### config.mk
export PLATFORM = sky130hd
export DESIGN_NAME = mem_arb_2port
export DESIGN_NICKNAME = d
export VERILOG_FILES = /design/src/rtl/mem_arb_pkg.sv /design/src/rtl/mem_arb_id_fifo.sv /design/src/rtl/mem_arb_2port.sv
export SDC_FILE = /design/constraint.sdc
export NUM_CORES = 1
export LEC_CHECK = 0
export CORE_AREA = 2 2 149 151
export CTS_CLUSTER_DIAMETER = 120
export DETAILED_ROUTE_END_ITERATION = 10
export DIE_AREA = 0 0 151 153
export PLACE_DENSITY_LB_ADDON = 0.05
export SLEW_MARGIN = 10
export SYNTH_ARGS = -nofsm -noshare
export SYNTH_HDL_FRONTEND = slang
export SYNTH_SLANG_ARGS = --single-unit
### constraint.sdc
create_clock -name clk -period 3.7 [get_ports clk]
set_input_delay 0.37 -clock clk [delete_from_list [all_inputs] [get_ports clk]]
set_output_delay 0.37 -clock clk [all_outputs]
set_load 0.01 [all_outputs]
### src/rtl/mem_arb_pkg.sv
// Shared types and constants for the two-port memory arbiter, plus the
// memory request/response message macros used by the arbiter ports.
`ifndef MEM_REQ
// Request: {type[2:0], opaque[o-1:0], addr[31:0], len[1:0], data[31:0]}
`define MEM_REQ(o) logic [3+(o)+32+2+32-1:0]
`endif
`ifndef MEM_RESP
// Response: {type[2:0], opaque[o-1:0], test[1:0], len[1:0], data[31:0]}
`define MEM_RESP(o) logic [3+(o)+2+2+32-1:0]
`endif

package mem_arb_pkg;

  typedef logic port_id_t;

  localparam port_id_t id_port0 = 1'b0;
  localparam port_id_t id_port1 = 1'b1;

  localparam int unsigned default_max_outstanding = 4;

endpackage

### src/rtl/mem_arb_id_fifo.sv
// Response-routing FIFO: remembers which upstream port issued each
// outstanding memory request, oldest first.
module mem_arb_id_fifo
  import mem_arb_pkg::*;
#(
  parameter int unsigned depth = default_max_outstanding
) (
  input  logic     clk,
  input  logic     rst,
  input  logic     push,
  input  port_id_t push_id,
  input  logic     pop,
  output logic     full,
  output logic     empty,
  output port_id_t head
);

  localparam int unsigned ptr_bits = $clog2(depth);
  localparam int unsigned cnt_bits = $clog2(depth + 1);

  port_id_t            ids [depth];
  logic [ptr_bits-1:0] wr_ptr;
  logic [ptr_bits-1:0] rd_ptr;
  logic [cnt_bits-1:0] count;
  logic                do_push;
  logic                do_pop;

  // A full FIFO never accepts a push, even when a pop frees a slot this cycle.
  assign full    = (count == cnt_bits'(depth));
  assign empty   = (count == '0);
  assign do_push = push && !full;
  assign do_pop  = pop && !empty;
  assign head    = ids[rd_ptr];

  always_ff @(posedge clk or posedge rst) begin
    if (rst) begin
      wr_ptr <= '0;
      rd_ptr <= '0;
      count  <= '0;
    end else begin
      if (do_push) wr_ptr <= wr_ptr + ptr_bits'(1);
      if (do_pop)  rd_ptr <= rd_ptr + ptr_bits'(1);
      case ({do_push, do_pop})
        2'b10:   count <= count + cnt_bits'(1);
        2'b01:   count <= count - cnt_bits'(1);
        default: count <= count;
      endcase
    end
  end

  // Entry storage needs no reset; occupancy alone defines validity.
  always_ff @(posedge clk) begin
    if (do_push) ids[wr_ptr] <= push_id;
  end

endmodule

### src/rtl/mem_arb_2port.sv
// Round-robin arbiter sharing one in-order memory port between an
// instruction port (0) and a data port (1), with ID-based response routing.
module mem_arb_2port
  import mem_arb_pkg::*;
#(
  parameter  int unsigned p_opaq_bits       = 8,
  parameter  int unsigned p_max_outstanding = default_max_outstanding,
  localparam int unsigned req_bits          = $bits(`MEM_REQ(p_opaq_bits)),
  localparam int unsigned resp_bits         = $bits(`MEM_RESP(p_opaq_bits))
) (
  input  logic                 clk,
  input  logic                 rst,
  input  logic [req_bits-1:0]  req0_msg,
  input  logic                 req0_val,
  output logic                 req0_rdy,
  input  logic [req_bits-1:0]  req1_msg,
  input  logic                 req1_val,
  output logic                 req1_rdy,
  output logic [resp_bits-1:0] resp0_msg,
  output logic                 resp0_val,
  input  logic                 resp0_rdy,
  output logic [resp_bits-1:0] resp1_msg,
  output logic                 resp1_val,
  input  logic                 resp1_rdy,
  output logic [req_bits-1:0]  mem_req_msg,
  output logic                 mem_req_val,
  input  logic                 mem_req_rdy,
  input  logic [resp_bits-1:0] mem_resp_msg,
  input  logic                 mem_resp_val,
  output logic                 mem_resp_rdy
);

  port_id_t ptr;
  port_id_t head;
  port_id_t grant_id;
  logic     full;
  logic     empty;
  logic     grant0;
  logic     grant1;
  logic     req_fire;
  logic     resp_fire;

  // ptr names the favoured port when both request at once.
  assign grant0   = req0_val && (!req1_val || (ptr == id_port0));
  assign grant1   = req1_val && (!req0_val || (ptr == id_port1));
  assign grant_id = grant1 ? id_port1 : id_port0;

  assign mem_req_val = !rst && (req0_val || req1_val) && !full;
  assign mem_req_msg = grant1 ? req1_msg : req0_msg;
  assign req0_rdy    = !rst && grant0 && mem_req_rdy && !full;
  assign req1_rdy    = !rst && grant1 && mem_req_rdy && !full;
  assign req_fire    = mem_req_val && mem_req_rdy;

  // Responses are broadcast; only the port at the FIFO head sees valid.
  assign resp0_msg    = mem_resp_msg;
  assign resp1_msg    = mem_resp_msg;
  assign resp0_val    = !rst && mem_resp_val && !empty && (head == id_port0);
  assign resp1_val    = !rst && mem_resp_val && !empty && (head == id_port1);
  assign mem_resp_rdy = !rst && !empty && ((head == id_port1) ? resp1_rdy : resp0_rdy);
  assign resp_fire    = mem_resp_val && mem_resp_rdy;

  always_ff @(posedge clk or posedge rst) begin
    if (rst) begin
      ptr <= id_port0;
    end else if (req_fire) begin
      ptr <= (grant_id == id_port1) ? id_port0 : id_port1;
    end
  end

  mem_arb_id_fifo #(
    .depth (p_max_outstanding)
  ) u_id_fifo (
    .clk     (clk),
    .rst     (rst),
    .push    (req_fire),
    .push_id (grant_id),
    .pop     (resp_fire),
    .full    (full),
    .empty   (empty),
    .head    (head)
  );

endmodule

Yosys cells after proc, flatten, opt, wreduce, memory -nomap -nowiden
Memories as Yosys holds them, arrays and structs flattened.
Index checks and enable logic that the tools add are counted.
{"block": "totals", "output_inout_bits": 177, "elab_cells": 51, "n_memories": 1, "reg_bits": 8, "input_bits": 209, "ram_bits": 4}
{"block": "classes", "n_eq_ne": 3, "mux": 7, "reduce_logical": 30, "bitwise_logic": 2, "addsub": 4}
{"name": "u_id_fifo.ids", "depth": 4, "word_bits": 1, "read_ports": 1, "rd_clocked_by_memory_dff": 0, "wr": 1, "line": "mem_arb_id_fifo.sv:21", "rtl": "port_id_t ids [depth];"}
{"operator": "77-bit 2-to-1 mux", "n": 1}
{"operator": "1-bit logical AND", "n": 20}
{"operator": "3-bit case mux with 2 select lines", "n": 1}
{"operator": "1-bit logical NOT", "n": 5}
{"operator": "1-bit 2-to-1 mux", "n": 5}
{"operator": "2-bit by 1-bit adder with 2-bit output, second input constant", "n": 2}
{"operator": "3-bit by 1-bit adder with 3-bit output, second input constant", "n": 1}
{"operator": "3-bit == test, second input constant", "n": 1}
{"operator": "3-bit logical NOT", "n": 1}
{"operator": "1-bit logical OR", "n": 3}
{"operator": "3-bit by 1-bit subtractor with 3-bit output, second input constant", "n": 1}
{"operator": "2-bit by 1-bit == test with 1-bit output, second input constant", "n": 1}
{"operator": "2-bit == test, second input constant", "n": 1}
{"operator": "1-bit inverter", "n": 2}
{"operator": "2-bit nonzero test", "n": 1}

Depth between registers and ports, before layout
Gate-level depths: netlist of the first run.
{"block": "depth", "word_depth": 8, "mapped_depth": 10, "mapped_depth_nobuf": 10}

Cells and area by module
A second synthesis of the first run with hierarchy kept.
{"block": "unflattened", "hier_cells": 246, "hier_area_um2": 2367.3}
{"module": "mem_arb_2port", "seq_area_each_um2": 25.0, "cells_per_inst": 202, "n_inst": 1, "area_each_um2": 1781.7}
{"module": "mem_arb_id_fifo", "seq_area_each_um2": 295.3, "cells_per_inst": 44, "n_inst": 1, "area_each_um2": 585.6}

Least setup slack after synthesis of the first run
No wires, ideal clock.
{"block": "synth_timing", "path_type": "reg2reg", "startpoint": "register u_id_fifo.rd_ptr[1]", "endpoint": "register u_id_fifo.count[2]", "arrival_time_ns": 1.999, "setup_time_ns": 0.079, "t_required_ns": 3.621, "n_path_buf": 0, "stages_incl_launch_ff": 11, "setup_slack_ns": 1.621, "period_less_slack_ns": 2.079, "path_cell_list": "dfrtp_1 mux2i_1 mux2i_1 mux2i_1 nor2_1 ha_1 inv_1 fa_1 xor2_1 nor2_1 xor2_1"}
{"block": "synth_between", "elab_chain_cells": 7, "elab_cells_between_ends": 9, "cone_classes": "eq/ne (2); mux (2); reduce/logical (4); memory (1)"}
{"element": "from (decl)", "line": "mem_arb_id_fifo.sv:23", "rtl": "logic [ptr_bits-1:0] rd_ptr;"}
{"element": "from (signal assigned)", "line": "mem_arb_id_fifo.sv:42", "rtl": "if (do_pop) rd_ptr <= rd_ptr + ptr_bits'(1);"}
{"element": "memory read 4 x 1 bit *"}
{"element": "1-bit 2-to-1 mux *", "line": "mem_arb_2port.sv:59", "rtl": "assign mem_resp_rdy = !rst && !empty && ((head == id_port1) ? resp1_rdy : resp0_rdy);"}
{"element": "1-bit logical AND *", "line": "mem_arb_2port.sv:59"}
{"element": "1-bit logical AND *", "line": "mem_arb_2port.sv:60", "rtl": "assign resp_fire = mem_resp_val && mem_resp_rdy;"}
{"element": "1-bit logical AND *", "line": "mem_arb_id_fifo.sv:32", "rtl": "assign do_pop = pop && !empty;"}
{"element": "net u_id_fifo.do_pop", "line": "mem_arb_id_fifo.sv:26", "rtl": "logic do_pop;"}
{"element": "2-bit by 1-bit == test with 1-bit output / 2-bit == test (equally long branches)", "line": "mem_arb_id_fifo.sv:43", "rtl": "case ({do_push, do_pop})"}
{"element": "3-bit case mux with 2 select lines / 2-bit nonzero test (equally long branches)"}
{"element": "to (signal assigned)", "line": "mem_arb_id_fifo.sv:44", "rtl": "2'b10: count <= count + cnt_bits'(1);"}
{"element": "to (signal assigned)", "line": "mem_arb_id_fifo.sv:45", "rtl": "2'b01: count <= count - cnt_bits'(1);"}
{"element": "to (signal assigned)", "line": "mem_arb_id_fifo.sv:46", "rtl": "default: count <= count;"}
{"element": "to (decl)", "line": "mem_arb_id_fifo.sv:24", "rtl": "logic [cnt_bits-1:0] count;"}
Mark *: on every way through the listed nets, which the timed path passes. The rest lies on a longest branch.
A chain may end at the register's enable or synchronous reset.

Worst setup path after layout of the first run
{"block": "layout_timing", "startpoint": "input req0_val", "endpoint": "output mem_req_msg[57]"}
{"block": "layout_between", "elab_chain_cells": 4}
{"element": "from (decl)", "line": "mem_arb_2port.sv:14", "rtl": "input logic req0_val,"}
{"element": "1-bit logical NOT", "line": "mem_arb_2port.sv:45", "rtl": "assign grant1 = req1_val && (!req0_val || (ptr == id_port1));"}
{"element": "1-bit logical OR", "line": "mem_arb_2port.sv:45"}
{"element": "1-bit logical AND", "line": "mem_arb_2port.sv:45"}
{"element": "77-bit 2-to-1 mux", "line": "mem_arb_2port.sv:49", "rtl": "assign mem_req_msg = grant1 ? req1_msg : req0_msg;"}
{"element": "to (decl)", "line": "mem_arb_2port.sv:25", "rtl": "output logic [req_bits-1:0] mem_req_msg,"}
No other way between the ends.

==> flow_metrics.py, run 1 <==
metrics = {
    "outcome": {
        "outcome": "complete, no violations",
    },
    "clock_network": {
        "clock_latency_ns": 0.24,
        "cts_buffers": 3,
        "cts_tree": "built",
        "cts_sinks": 12,
        "cts-resized-gates": 0,
        "postCtsSetupBuffers": 0,
        "cts_buffer_depth": 2,
        "cts_root_buf": "clkbuf_16",
        "cts.clk_slew.worst_paths_ns": 0.05,
        "holdBufCountCts": 0,
        "htree_num_levels": 1,
    },
    "layout": {
        "stdcell_count": 678,
        "area_growth_pct": 92.4,
        "num_antenna_cells": 0,
        "fin_util_pct": 21.1,
        "drive_gt1_share_pct": 3.27,
        "final_nets": 614,
        "nFillCells": 2388,
        "post-route-cell-area_mm2": 0.00453,
    },
    "placed_design": {
        "io_buffer_count": 244,
        "hpwl_um": 10100,
        "place_congestion": 0.717,
        "placed_cells": 674,
        "pre_cts_ws_ns": 0.832,
        "placed_cell_area_mm2": 0.00445,
    },
    "synth": {
        "synth_area_mm2": 0.00235,
        "synth-edff-count": 4,
        "synth_area_leader_cell": "mux2_1",
        "synth_most_common_cell": "buf_4",
        "synthTopCellsByArea": "mux2_1, buf_4, dfrtp_1, edfxtp_1, mux2i_1",
        "synthCells": 248,
        "synth-seq-cells": 12,
        "syn-num-nets": 463,
        "synth_seq_area_share_pct": 13.6,
        "synth_common_cells": "buf_4, mux2_1, inv_1",
        "async_reset_ff_share_pct": 66.7,
        "syn_area_per_cell_um2": 9.49,
        "synth_top_cell_area_share_pct": 37.3,
        "yosysWarnings": 0,
        "ys_types": 27,
        "synth_flop_cell": "dfrtp_1",
    },
    "floorplan": {
        "num_rows": 54,
        "die_w_um": 151,
        "core_mm2": 0.0215,
        "initial_core_util_pct": 11.0,
        "die-height_um": 153,
        "dieArea_mm2": 0.0231,
        "io_pins": 386,
    },
    "routing": {
        "avgViaCountPerCell": 3.21,
        "drc_errors": 0,
        "firstDrtPassIters": 4,
        "ant_nets": 0,
        "totalWireLength_um": 11400,
        "num_vias": 2176,
        "wl_per_cell_um": 16.8,
        "drtIter0Drc": 22,
    },
    "timing": {
        "setup_viol": 0,
        "relSlewSlack_pct": 72.4,
        "drv_slew": 0,
        "setup_slack_ns": 0.899,
        "max_freq_ghz": 0.357,
        "period_minus_slack_ns": 2.80,
        "worst_slew_pin_slew_ns": 0.412,
        "hold_viol_final": 0,
        "rsz0062_at_grt": "false",
        "fin_skew_ns": 0.00379,
        "fin_tns_setup_ns": 0,
        "timing.final.crit_share_pct": 75.7,
        "whs_ns": 0.509,
    },
    "pwr": {
        "pwr-share-comb_pct": 67.6,
        "internal-power_mw": 0.888,
        "pwr-share-seq_pct": 17.6,
        "p_clk_share_pct": 14.8,
        "total_power_mw": 1.35,
        "switching_share_pct": 34.0,
        "power_leakage_nw": 1.69,
        "ir_drop_mv": 0.109,
        "p_per_area_mw_per_mm2": 297,
        "p_sw_mw": 0.458,
    },
    "global_route": {
        "grt_pass1_wl_um": 15900,
        "antenna_found_initial": 0,
        "grt_max_degree": 42,
        "grt_util_all_layers_pct": 9.37,
        "grt.overflow.total": 0,
        "grt_pass1_vias": 2450,
    },
    "critical_path": {
        "crit_path_end_kind": "output pin",
        "path_class": "primary input to output pin",
        "cp-startpoint": "req0_val",
        "worstPathMaxFanout": 41,
        "r2r_slack_ns": 1.38,
        "crit_arrival_ns": 2.43,
        "r2r-start": "u_id_fifo.rd_ptr[1]",
        "reg2reg_depth": 10,
        "crit_required_ns": 3.33,
        "r2r_end": "u_id_fifo.count[2]",
        "crit_path_start_kind": "primary input",
    },
    "min_path": {
        "holdPathStages": 2,
        "hp-class": "flip-flop to flip-flop",
        "hold_end": "ptr",
        "worstHoldStart": "ptr",
    },
    "job": {
        "maxCapViolCount": 0,
    },
}
==> routing by layer <==
| metal | up-vias | track usage, % | wire length [um] | share of wire, % |
|---|---|---|---|---|
| met3 | 4 | 4.75 | 1400 | 12 |
| met4 | 0 | 1.02 | 28 | 0.25 |
| met5 | - | 0 | 0 | 0 |
| li1 | 1039 | - | - | - |
| met1 | 975 | 8.45 | 3530 | 31 |
| met2 | 158 | 18.8 | 6430 | 56 |
==> how the worst max path moves through the flow <==
stage | end | slack (ns) | depth (start not counted)
3_5_place_dp | mem_req_msg[53] | 0.83 | 6
5_1_grt | mem_req_msg[51] | 0.77 | 6
2_1_floorplan | u_id_fifo.count[2] | 1.62 | 10
3_3_place_gp | mem_req_msg[8] | 0.83 | 6
6_report | mem_req_msg[57] | 0.90 | 6
4_1_cts | mem_req_msg[54] | 0.82 | 6
==> final cells by class <==
type | count | area, um^2 | area share, %
Timing Repair Buffer | 248 | 2480 | 54.8
Tap cell | 280 | 350 | 7.73
Clock inverter | 1 | 3.75 | 0.0828
Clock buffer | 3 | 75.1 | 1.66
Multi-Input combinational cell | 123 | 1250 | 27.7
Sequential cell | 12 | 320 | 7.07
Inverter | 11 | 41.3 | 0.911
==> kinds of logic (layout without fill, tap and decap cells) <==
group | after synthesis | after routing | synth area share, %
AOI/OAI and AO/OA | 5 | 5 | 1.86
xor gates and xnor gates | 5 | 5 | 1.86
adders and majority gates | 6 | 6 | 3.51
buffers and inverters | 113 | 263 | 33.4
DFF | 12 | 12 | 13.6
muxes | 85 | 85 | 40.3
and+or+nand+nor | 22 | 22 | 5.47
==> layout by cell type (no fill, tap or decap), drive strengths merged, types with 2 or more instances in the layout <==
cell             n
clkdlybuf4s50  244
mux2            78
inv             11
nor2            10
dfrtp            8
mux2i            7
ha               5
and2             4
edfxtp           4
buf              4
xor2             3
clkbuf           3
nand2            3
xnor2            2
==> critical path, stage by stage <==
cell and delay (ns):
clkdlybuf4s50_1 0.51, nand2b_1 0.12, nand2_4 0.24, buf_12 0.28, mux2_1 0.35, clkdlybuf4s50_1 0.52
==> power groups by stage <==
| stage | sequential, mW | clock [mW] | combinational, mW |
|---|---|---|---|
| after detailed placement | 0.240 | 0 | 0.931 |
| after global routing | 0.247 | 0.213 | 0.996 |
| after floorplan | 0.228 | 0 | 0.517 |
| after global placement | 0.241 | 0 | 0.939 |
| final | 0.237 | 0.199 | 0.910 |
| after CTS | 0.238 | 0.207 | 0.940 |
==> state kept, by name, indices dropped and copies added, names as in the netlist <==
register / count
u_id_fifo.wr_ptr: 2
u_id_fifo.count: 3
ptr: 1
u_id_fifo.rd_ptr: 2
u_id_fifo.ids: 4
Power figures use the tool's default switching activity.
==> run 2: changes to the inputs <==
CORE_AREA = 2 2 151 153   (was 2 2 149 151)
DIE_AREA = 0 0 153 155   (was 0 0 151 153)
clock period = 2.7 ns   (was 3.7 ns; I/O delays follow)
==> run 2 against run 1 <==
Against the previous run:
- non-clock buffer count up 1
- wire length up 1.8%
- clock skew fell by 0.0018 ns
- global-route usage shrank 0.055 points
- critical path depth unchanged
- clock-buffer cell count did not move
- utilization down 0.52 points
- sequential share of layout area decreased by 0.064 points
==> flow_metrics.py, run 2 (synthesized netlist as in run 1, its figures left out) <==
metrics = {
    "clock_network": {
        "cts.clk_slew.worst_paths_ns": 0.04,
        "cts_buffer_depth": 2,
        "postCtsSetupBuffers": 0,
        "holdBufCountCts": 0,
        "cts_root_buf": "clkbuf_16",
        "cts_tree": "built",
        "htree_num_levels": 1,
        "clock_latency_ns": 0.24,
        "cts-resized-gates": 0,
        "cts_buffers": 3,
        "cts_sinks": 12,
    },
    "placed_design": {
        "placed_cells": 680,
        "place_congestion": 0.763,
        "hpwl_um": 10400,
        "placed_cell_area_mm2": 0.00449,
        "io_buffer_count": 244,
    },
    "routing": {
        "firstDrtPassIters": 3,
        "totalWireLength_um": 11600,
        "ant_nets": 0,
        "drc_errors": 0,
        "wl_per_cell_um": 16.9,
        "drtIter0Drc": 29,
        "num_vias": 2196,
        "avgViaCountPerCell": 3.21,
    },
    "layout": {
        "final_nets": 615,
        "drive_gt1_share_pct": 3.51,
        "top_register": "u_id_fifo.ids",
        "stdcell_count": 685,
        "reg_top3": "u_id_fifo.ids: 4 flops, u_id_fifo.count: 3 flops",
        "mostFrequentLayoutCell": "clkdlybuf4s50_1",
        "post-route-cell-area_mm2": 0.00457,
        "area_growth_pct": 94.2,
        "largest_register_ffs": 4,
        "layout_common_cells": "clkdlybuf4s50_1, mux2_1, inv_1, nor2_1, dfrtp_1",
    },
    "critical_path": {
        "crit_slowest_cell": "clkdlybuf4s50_1",
        "r2r_slack_ns": 0.37,
        "crit_chain": "clkdlybuf4s50_1 > nand2b_1 > nand2_4 > buf_12 > mux2_1 > clkdlybuf4s50_1",
        "path_class": "primary input to output pin",
        "crit_path_end_kind": "output pin",
        "critPathMostFrequentCell": "clkdlybuf4s50_1",
        "r2r-start": "u_id_fifo.rd_ptr[1]",
        "reg2reg_depth": 10,
        "worstPathMaxFanout": 35,
        "critical-path-max-stage-delay_ns": 0.50,
        "crit_required_ns": 2.43,
        "crit_arrival_ns": 2.20,
        "cp-startpoint": "req0_val",
        "r2r_end": "u_id_fifo.count[2]",
        "crit_path_start_kind": "primary input",
        "cp-endpoint": "mem_req_msg[28]",
    },
    "floorplan": {
        "initial_core_util_pct": 10.6,
        "num_rows": 55,
        "core_mm2": 0.0222,
        "dieArea_mm2": 0.0237,
        "io_pins": 386,
        "die_w_um": 153,
        "die-height_um": 155,
    },
    "timing": {
        "max_freq_ghz": 0.404,
        "relSlewSlack_pct": 73.3,
        "drv_slew": 0,
        "period_minus_slack_ns": 2.47,
        "timing.final.crit_share_pct": 91.6,
        "worst_slew_pin_slew_ns": 0.398,
        "fin_skew_ns": 0.00204,
        "setup_viol": 0,
        "fin_tns_setup_ns": 0,
        "rsz0062_at_grt": "false",
        "hold_viol_final": 0,
    },
    "pwr": {
        "ir_drop_mv": 0.249,
        "p_per_area_mw_per_mm2": 410,
        "total_power_mw": 1.88,
        "power_leakage_nw": 1.71,
    },
    "global_route": {
        "grt_use_met2_pct": 20.2,
        "antenna_found_initial": 1,
        "grt_use_met3_pct": 3.70,
        "grt_max_degree": 36,
        "grt_util_met1_pct": 7.63,
        "grt_util_all_layers_pct": 9.32,
        "top_usage_layer": "met2",
        "grt_pass1_vias": 2492,
        "grt_pass1_wl_um": 16400,
        "grt.overflow.total": 0,
    },
    "min_path": {
        "hp-class": "primary input to asynchronous set/reset pin",
    },
    "outcome": {
        "outcome": "complete, no violations",
    },
    "job": {
        "maxCapViolCount": 0,
    },
}
[run 2: cell types whose count changed in the layout (fill, tap and decap cells not counted)]
cell     delta
buf_12      +2
diode_2     +1
buf_4       -1
[run 2: metal layers]
layer / up-vias / routed length [um]
met5: - / 0
met4: 0 / 175
met3: 12 / 1170
met2: 152 / 6990
met1: 993 / 3260
li1: 1039 / -
[run 2: cell type report]
class                   count  area (um^2)
clock buffers               3         75.1
inverters                  11         41.3
flip-flops and latches     12          320
multi-input cells         123         1250
clock inverters             1         3.75
well taps                 285          357
fillers                  2476        17700
repair buffers            249         2520
diodes                      1         2.50
[run 2: power breakdown]
group | internal (mW) | switching [mW] | leakage (nW)
Clock | 0.195 | 0.0772 | 0.0385
Sequential | 0.260 | 0.0651 | 0.131
Combinational | 0.779 | 0.499 | 1.54
Total | 1.23 | 0.641 | 1.71
[run 2: worst min-delay path by stage]
stage	to	slack, ns	depth (start not counted)
floorplan	ptr	0.10	1
global placement	ptr	0.51	2
detailed placement	ptr	0.51	2
CTS	ptr	0.43	3
global route	u_id_fifo.wr_ptr[1]	0.48	3
finish	ptr	0.43	3
[run 2: metrics by stage]
stage               worst slack, ns  util, %  hold WS [ns]
floorplan                     0.621        -         0.102
finish                        0.226     20.6         0.426
global route                  0.133     20.6         0.477
global placement              0.178     20.2         0.506
detailed placement            0.209     20.2         0.514
CTS                           0.193     20.6         0.426
[run 2: critical path: cells and delay by family]
family | cells | cell delay (ns)
buffers and inverters | 3 | 1.22
multiplexers | 1 | 0.40
AND/OR/NAND/NOR | 2 | 0.26
==> run 3: changes to the inputs <==
SLEW_MARGIN = 20   (was 10)
==> results of run 3 <==
The final DEF is identical to that of run 2; final timing and power are the same.
